**src/rtl/decode_cycle.sv**
```systemverilog
// Decode stage: instruction decode, 16x20 register file with same-cycle
// writeback bypass, and the D/E pipeline register feeding execute.
module decode_cycle #(
  parameter int DATA_W = 20,
  parameter int ADDR_W = 20
) (
  input  logic              clk,
  input  logic              rst,
  input  logic [19:0]       InstrD,
  input  logic [ADDR_W-1:0] PCD,
  input  logic [ADDR_W-1:0] PCPlus4D,
  input  logic              FlushE,
  input  logic              RegWriteW,
  input  logic [3:0]        RdW,
  input  logic [DATA_W-1:0] ResultW,
  output logic [3:0]        Rs1D,
  output logic [3:0]        Rs2D,
  output logic              RegWriteE,
  output logic              MemWriteE,
  output logic              ResultSrcE,
  output logic              BranchE,
  output logic              ALUSrcE,
  output logic [2:0]        ALUControlE,
  output logic [DATA_W-1:0] RD1E,
  output logic [DATA_W-1:0] RD2E,
  output logic [DATA_W-1:0] ImmExtE,
  output logic [3:0]        Rs1E,
  output logic [3:0]        Rs2E,
  output logic [3:0]        RdE,
  output logic [ADDR_W-1:0] PCE,
  output logic [ADDR_W-1:0] PCPlus4E,
  output logic              IllegalE
);

  localparam logic [3:0] OP_ADD  = 4'h0;
  localparam logic [3:0] OP_SUB  = 4'h1;
  localparam logic [3:0] OP_AND  = 4'h2;
  localparam logic [3:0] OP_OR   = 4'h3;
  localparam logic [3:0] OP_ADDI = 4'h4;
  localparam logic [3:0] OP_LW   = 4'h5;
  localparam logic [3:0] OP_SW   = 4'h6;
  localparam logic [3:0] OP_BEQ  = 4'h7;
  localparam logic [3:0] OP_NOP  = 4'hF;

  localparam logic [2:0] ALU_ADD = 3'b000;
  localparam logic [2:0] ALU_SUB = 3'b001;
  localparam logic [2:0] ALU_AND = 3'b010;
  localparam logic [2:0] ALU_OR  = 3'b011;

  typedef struct packed {
    logic              regWrite;
    logic              memWrite;
    logic              resultSrc;
    logic              branch;
    logic              aluSrc;
    logic [2:0]        aluControl;
    logic [DATA_W-1:0] rd1;
    logic [DATA_W-1:0] rd2;
    logic [DATA_W-1:0] immExt;
    logic [3:0]        rs1;
    logic [3:0]        rs2;
    logic [3:0]        rd;
    logic [ADDR_W-1:0] pc;
    logic [ADDR_W-1:0] pcPlus4;
    logic              illegal;
  } deBundle_t;

  logic [3:0]        opcode;
  logic [3:0]        fieldA;
  logic [3:0]        fieldB;
  logic [3:0]        fieldC;
  logic [DATA_W-1:0] immSext;
  logic [DATA_W-1:0] immBranch;

  logic              decRegWrite;
  logic              decMemWrite;
  logic              decResultSrc;
  logic              decBranch;
  logic              decAluSrc;
  logic [2:0]        decAluControl;
  logic [DATA_W-1:0] decImm;
  logic [3:0]        decRs1;
  logic [3:0]        decRs2;
  logic [3:0]        decRd;
  logic              decIllegal;

  logic [DATA_W-1:0] regFile [0:15];
  logic              wbEnable;
  logic [DATA_W-1:0] rd1Val;
  logic [DATA_W-1:0] rd2Val;

  deBundle_t         deNext;
  deBundle_t         deReg;

  assign opcode    = InstrD[19:16];
  assign fieldA    = InstrD[15:12];
  assign fieldB    = InstrD[11:8];
  assign fieldC    = InstrD[7:4];
  assign immSext   = {{(DATA_W-8){InstrD[7]}}, InstrD[7:0]};
  // Branch offset is word-scaled after extension, so 0xFF becomes ...FFFC.
  assign immBranch = {immSext[DATA_W-3:0], 2'b00};

  // Instruction decode: opcode map to control, indices and immediate.
  always_comb begin
    decRegWrite   = 1'b0;
    decMemWrite   = 1'b0;
    decResultSrc  = 1'b0;
    decBranch     = 1'b0;
    decAluSrc     = 1'b0;
    decAluControl = ALU_ADD;
    decImm        = {DATA_W{1'b0}};
    decRs1        = 4'h0;
    decRs2        = 4'h0;
    decRd         = 4'h0;
    decIllegal    = 1'b0;
    case (opcode)
      OP_ADD, OP_SUB, OP_AND, OP_OR: begin
        decRd       = fieldA;
        decRs1      = fieldB;
        decRs2      = fieldC;
        decRegWrite = 1'b1;
        case (opcode)
          OP_SUB:  decAluControl = ALU_SUB;
          OP_AND:  decAluControl = ALU_AND;
          OP_OR:   decAluControl = ALU_OR;
          default: decAluControl = ALU_ADD;
        endcase
      end
      OP_ADDI: begin
        decRd       = fieldA;
        decRs1      = fieldB;
        decImm      = immSext;
        decAluSrc   = 1'b1;
        decRegWrite = 1'b1;
      end
      OP_LW: begin
        decRd        = fieldA;
        decRs1       = fieldB;
        decImm       = immSext;
        decAluSrc    = 1'b1;
        decRegWrite  = 1'b1;
        decResultSrc = 1'b1;
      end
      OP_SW: begin
        decRs2      = fieldA;
        decRs1      = fieldB;
        decImm      = immSext;
        decAluSrc   = 1'b1;
        decMemWrite = 1'b1;
      end
      OP_BEQ: begin
        decRs1        = fieldA;
        decRs2        = fieldB;
        decImm        = immBranch;
        decAluControl = ALU_SUB;
        decBranch     = 1'b1;
      end
      OP_NOP: begin
        decIllegal = 1'b0;
      end
      default: begin
        decIllegal = 1'b1;
      end
    endcase
  end

  assign Rs1D = decRs1;
  assign Rs2D = decRs2;

  assign wbEnable = RegWriteW && (RdW != 4'h0);

  // Register file storage; r0 is never written so it always reads zero.
  always_ff @(posedge clk or posedge rst) begin
    if (rst) begin
      for (int i = 0; i < 16; i++) begin
        regFile[i] <= {DATA_W{1'b0}};
      end
    end else if (wbEnable) begin
      regFile[RdW] <= ResultW;
    end
  end

  // Writeback data bypasses the array when it targets the register being read.
  assign rd1Val = (decRs1 == 4'h0)                  ? {DATA_W{1'b0}} :
                  (wbEnable && (RdW == decRs1))     ? ResultW        :
                                                      regFile[decRs1];
  assign rd2Val = (decRs2 == 4'h0)                  ? {DATA_W{1'b0}} :
                  (wbEnable && (RdW == decRs2))     ? ResultW        :
                                                      regFile[decRs2];

  // Next D/E contents: a flush loads an all-zero bubble.
  always_comb begin
    deNext = '0;
    if (FlushE) begin
      deNext = '0;
    end else begin
      deNext.regWrite   = decRegWrite;
      deNext.memWrite   = decMemWrite;
      deNext.resultSrc  = decResultSrc;
      deNext.branch     = decBranch;
      deNext.aluSrc     = decAluSrc;
      deNext.aluControl = decAluControl;
      deNext.rd1        = rd1Val;
      deNext.rd2        = rd2Val;
      deNext.immExt     = decImm;
      deNext.rs1        = decRs1;
      deNext.rs2        = decRs2;
      deNext.rd         = decRd;
      deNext.pc         = PCD;
      deNext.pcPlus4    = PCPlus4D;
      deNext.illegal    = decIllegal;
    end
  end

  // D/E pipeline register.
  always_ff @(posedge clk or posedge rst) begin
    if (rst) begin
      deReg <= '0;
    end else begin
      deReg <= deNext;
    end
  end

  assign RegWriteE   = deReg.regWrite;
  assign MemWriteE   = deReg.memWrite;
  assign ResultSrcE  = deReg.resultSrc;
  assign BranchE     = deReg.branch;
  assign ALUSrcE     = deReg.aluSrc;
  assign ALUControlE = deReg.aluControl;
  assign RD1E        = deReg.rd1;
  assign RD2E        = deReg.rd2;
  assign ImmExtE     = deReg.immExt;
  assign Rs1E        = deReg.rs1;
  assign Rs2E        = deReg.rs2;
  assign RdE         = deReg.rd;
  assign PCE         = deReg.pc;
  assign PCPlus4E    = deReg.pcPlus4;
  assign IllegalE    = deReg.illegal;

endmodule

```
**config.mk**
```make
export PLATFORM = sky130hd
export DESIGN_NAME = decode_cycle
export DESIGN_NICKNAME = d
export VERILOG_FILES = /design/src/rtl/decode_cycle.sv
export SDC_FILE = /design/constraint.sdc
export NUM_CORES = 1
export LEC_CHECK = 0
export ABC_AREA = 1
export CAP_MARGIN = 5
export CORE_AREA = 2 2 252 254
export CTS_CLUSTER_SIZE = 12
export DETAILED_ROUTE_END_ITERATION = 10
export DIE_AREA = 0 0 254 256
export GPL_TIMING_DRIVEN = 1
export SKIP_LAST_GASP = 1
export SYNTH_ARGS = -nofsm -noshare
export SYNTH_HDL_FRONTEND = slang
export SYNTH_SLANG_ARGS = --single-unit
```
**constraint.sdc**
```tcl
create_clock -name clk -period 18.6 [get_ports clk]
set_input_delay 5.58 -clock clk [delete_from_list [all_inputs] [get_ports clk]]
set_output_delay 5.58 -clock clk [all_outputs]
set_load 0.02 [all_outputs]
```
# Yosys cells after proc, flatten, opt, wreduce, memory -nomap -nowiden
# Cells that the tools add are included.
[word_totals]
ff_bits = 441
[classes]
n_eq_ne = 10
reduce_logical = 13
n_mux = 26
bitwise_logic = 3
order_cmp = 4
[op_table]
columns = ["op", "count"]
rows = [
  ["bitwise mux 320 bit", 1],
  ["two-way mux 20 bit", 9],
  ["binary-select mux 20 bit (select 4 bit)", 2],
  ["two-way mux 121 bit", 1],
  ["demux 20 bit (select 4 bit)", 1],
  ["case mux 20 bit (2 select lines)", 1],
  ["== test 4 x 3 -> 1 bit (second input constant)", 4],
  [">= comparator 5 bit (second input constant)", 3],
  ["NOT 4 -> 5 bit", 3],
  ["zero test 4 bit", 3],
  ["case mux 4 bit (3 select lines)", 1],
  ["OR reduction 9 bit", 1],
  ["== test 4 x 2 -> 1 bit (second input constant)", 2],
  ["== test 4 bit", 2],
  ["case mux 4 bit (2 select lines)", 1],
  ["OR reduction 7 bit", 1],
  ["two-way mux 1 bit", 6],
  ["case mux 2 bit (3 select lines)", 1],
  ["OR reduction 6 bit", 1],
  ["less-than comparator 5 x 1 -> 1 bit (second input constant)", 1],
  ["== test 4 x 1 -> 1 bit (second input constant)", 1],
  ["== test 4 bit (second input constant)", 1],
  ["logical AND 1 bit", 4],
  ["two-way mux 4 bit", 1],
  ["4 further kinds", 4],
]

# Longest topological paths before layout
[depth]
ltp_word = 10
ltp_mapped = 17
depth_no_buf = 15

# Least setup slack after synthesis
# No wires, ideal clock.
[synth_path]
path_kind = "input -> output"
start = "input InstrD[18]"
end = "output Rs2D[3]"
stages = 5
n_path_buf = 1
t_arrival_ns = 6.697
setup_slack_ns = 6.323
cell_sequence = "nor2_1 -> inv_1 -> nor2_1 -> nand3b_1 -> clkbuf_1"
[synth_via]
elab_chain_cells = 3
elab_cells_between_ends = 8
classes_between = "eq/ne: 5; mux: 1; reduce/logical: 2"
[synth_lines]
columns = ["element", "line_no", "text"]
rows = [
  ["start, declared", "9", "input logic [19:0] InstrD,"],
  ["== test 4 x 2 -> 1 bit (tied with other cells)", "116", "case (opcode)"],
  ["OR reduction 4 bit", "-", ""],
  ["case mux 4 bit (3 select lines) *", "116", ""],
  ["end, declared", "17", "output logic [3:0] Rs2D,"],
]
# Mark *: on every way between the ends. The rest lies on a longest branch, timed or not.

# Worst setup path after layout
[layout_path]
start = "input InstrD[19]"
end = "output Rs1D[1]"
[layout_via]
elab_chain_cells = 3
elab_cells_between_ends = 10
classes_between = "eq/ne: 7; mux: 1; reduce/logical: 2"
[layout_lines]
columns = ["element", "line_no", "text"]
rows = [
  ["== test 4 x 2 -> 1 bit (tied with other cells)", "116", ""],
  ["OR reduction 7 bit (no source line)", "-", ""],
  ["case mux 4 bit (2 select lines) *", "116", ""],
  ["end, declared", "16", "output logic [3:0] Rs1D,"],
]
# Marked as above.

==> results.ini <==
[timing]
setup_tns_ps=0
hold_viol_final=0
slew_headroom_pct=16.9
worst_pin_slew_ps=1240
setup_viol=0
rsz0062_at_grt=no
drv_slew=0
whs_ps=400
min_period_over_period_pct=80.3
fmax_ghz=0.0670
period_minus_slack_ps=14930
finClkSkew_ps=22.6

[global_route]
grt_overflow=0
grt_max_degree=147
grt_first_pass_wirelength_um=136000
antenna_found_initial=0
grt_pass1_vias=21600
track_usage_pct=27.2

[place]
gp_congestion=0.876
portBuffers=215
dpl.cell_count=4011
dpl.hpwl_um=51400

[power]
total_power_uw=2770
p_leak_uw=0.0130
power_density_nw_per_um2=103
irDropWorstVdd_uv=70.7

[clock_network]
root_buffer=clkbuf_16
clkSlewWorstSetupHoldPaths_ps=60
hold_buffers=0
cts_tree=built
cts_resized=0
post_cts_buffers=0
clockBufferDepth=3
cts_sinks=430
clk-insertion-delay-late_ps=610
cts_htree_levels=2
numCtsBuffers=48

[setup_path]
path_cells=clkdlybuf4s50_1 -> inv_4 -> buf_4 -> nand2_2 -> inv_2 -> clkdlybuf4s50_1
start_kind=input port
worst-setup-path-type=input port to output port
arrival_ps=9350
path_common_cell=clkdlybuf4s50_1
cp.required_ps=13020
cp_max_fo=77
slowest_delay_ps=910
worst_path_max_delay_cell=buf_4
cp-end-kind=output port

[synth]
yosys_warnings=0
synth.net_count=3271
synthesis.instances=3183
synth_seq_cells=430
synth_area_um2=22900
synth-seq-area-share_pct=47.0
synth.avg_cell_area_um2=7.20
ys_types=32

[detailed_routing]
vias=22500
drt_iter0_markers=2873
ant_nets=0
wire_per_inst_um=21.7
wl_um=88800
vias_per_cell=5.49
drc=0
dr.pass1.iters=6

[cells_and_area]
area_growth_pct=17.6
drive_gt1_share_pct=5.20
antenna_cells=0
final_nets=3303
final-instance-count-excl-fill=4097

[run]
maxCapViolCount=0

[floorplan]
initial_core_util_pct=36.7
die_x_um=254
die_area_um2=65000
coreArea_um2=62400
rows=92
die_h_um=256
io-pin-count=217

[outcome]
status=complete, no violations

[min_path]
hold_class=flop to flop

[kinds of logic (layout without fill, tap and decap cells)]
logic type | count (synthesis) | count (layout) | share of synthesized area, %
AND/OR/NAND/NOR | 1844 | 1844 | 35.2
buffers and inverters | 521 | 589 | 9.27
flip-flops | 430 | 430 | 47.0
AO/OA/AOI/OAI | 385 | 385 | 8.49
XOR/XNOR | 2 | 2 | 0.109
other | 1 | 1 | 0.0164
[Yosys cell counts (all sizes together)]
cell / instances / share of area [%]
a21oi: 103 / 2.2
a31oi: 1 / 0.027
buf: 109 / 2.5
clkbuf: 171 / 2.8
clkinv: 1 / 0.016
conb: 1 / 0.016
dfrtp: 430 / 47
inv: 240 / 3.9
nand2: 994 / 16
nand3: 543 / 12
nand3b: 8 / 0.32
nand4: 117 / 3.2
nor2: 173 / 3.0
nor3: 7 / 0.15
nor3b: 2 / 0.065
o211ai: 6 / 0.20
o21ai: 273 / 6.0
o21bai: 1 / 0.033
o22ai: 1 / 0.027
xor2: 2 / 0.11
[state kept, by name (all words and copies together) (netlist names)]
register	cells
ImmExtE	10
Rs2E	4
ResultSrcE	1
RD2E	20
PCE	20
ALUControlE	2
RD1E	20
regFile	320
MemWriteE	1
IllegalE	1
RdE	4
Rs1E	4
PCPlus4E	20
RegWriteE	1
BranchE	1
ALUSrcE	1
[layer usage]
layer  GRT usage [%]  wire, µm  up-vias
met5               0         0        -
met4            13.0      4530        0
met3            5.27      8240      235
met2            42.8     40800     1167
met1            35.9     35200    10700
li1                -         -    10400
[where the power goes]
| group | internal, µW | total (µW) | leakage [µW] | switching, µW |
|---|---|---|---|---|
| registers | 1090 | 1200 | 0.00547 | 116 |
| clock network | 570 | 978 | 0.000786 | 408 |
| logic | 215 | 584 | 0.00673 | 368 |
| total | 1870 | 2770 | 0.0130 | 892 |
[per-stage QoR]
step	setup WS, ps	cell area [µm²]	util, %
floorplan	1050	22900	-
global placement	3780	25400	40.7
detailed placement	3710	25400	40.7
CTS	3690	27000	43.2
global route	3570	27000	43.2
finish	3670	27000	43.2
[cell type report]
class	instances	area [µm²]
Tap cell	846	1060
Fill cell	6466	35400
Timing Repair Buffer	262	2510
Clock inverter	19	209
Clock buffer	67	1370
Multi-Input combinational cell	2232	10100
Sequential cell	430	10800
Inverter	241	915
[final timing paths]
path                            depth (start not counted)                startpoint  slack (ps)                       end
worst max-delay path                                    6                InstrD[19]        3670                   Rs1D[1]
worst max register to register                          8   regFile[38]$_DFFE_PP0P_       16950        RD2E[18]$_DFF_PP0_
worst min register to register                          0  regFile[304]$_DFFE_PP0P_         400  regFile[304]$_DFFE_PP0P_
min in group asynchronous                               2                       rst        5530          PCE[5]$_DFF_PP0_
max in group asynchronous                               5                       rst       10210  regFile[227]$_DFFE_PP0P_
worst min-delay path                                    0  regFile[304]$_DFFE_PP0P_         400  regFile[304]$_DFFE_PP0P_
[placed cells by master, fill, tap and decap left out, drive strengths merged, types with 2 or more instances in the layout]
master,instances
nand3b,8
clkdlybuf4s50,214
clkbuf,67
o21ai,273
buf,48
nand4,117
nor3b,2
clkinv,13
xor2,2
nor3,7
nand3,543
inv,242
nor2,173
o211ai,6
bufinv,4
dfrtp,430
nand2,994
a21oi,103
[worst max-delay path: cells and delay by family]
family / cells / cell delay [ps]
buffers and inverters: 5 / 3340
AND/OR/NAND/NOR: 1 / 380
Power figures use the tool's default switching activity.
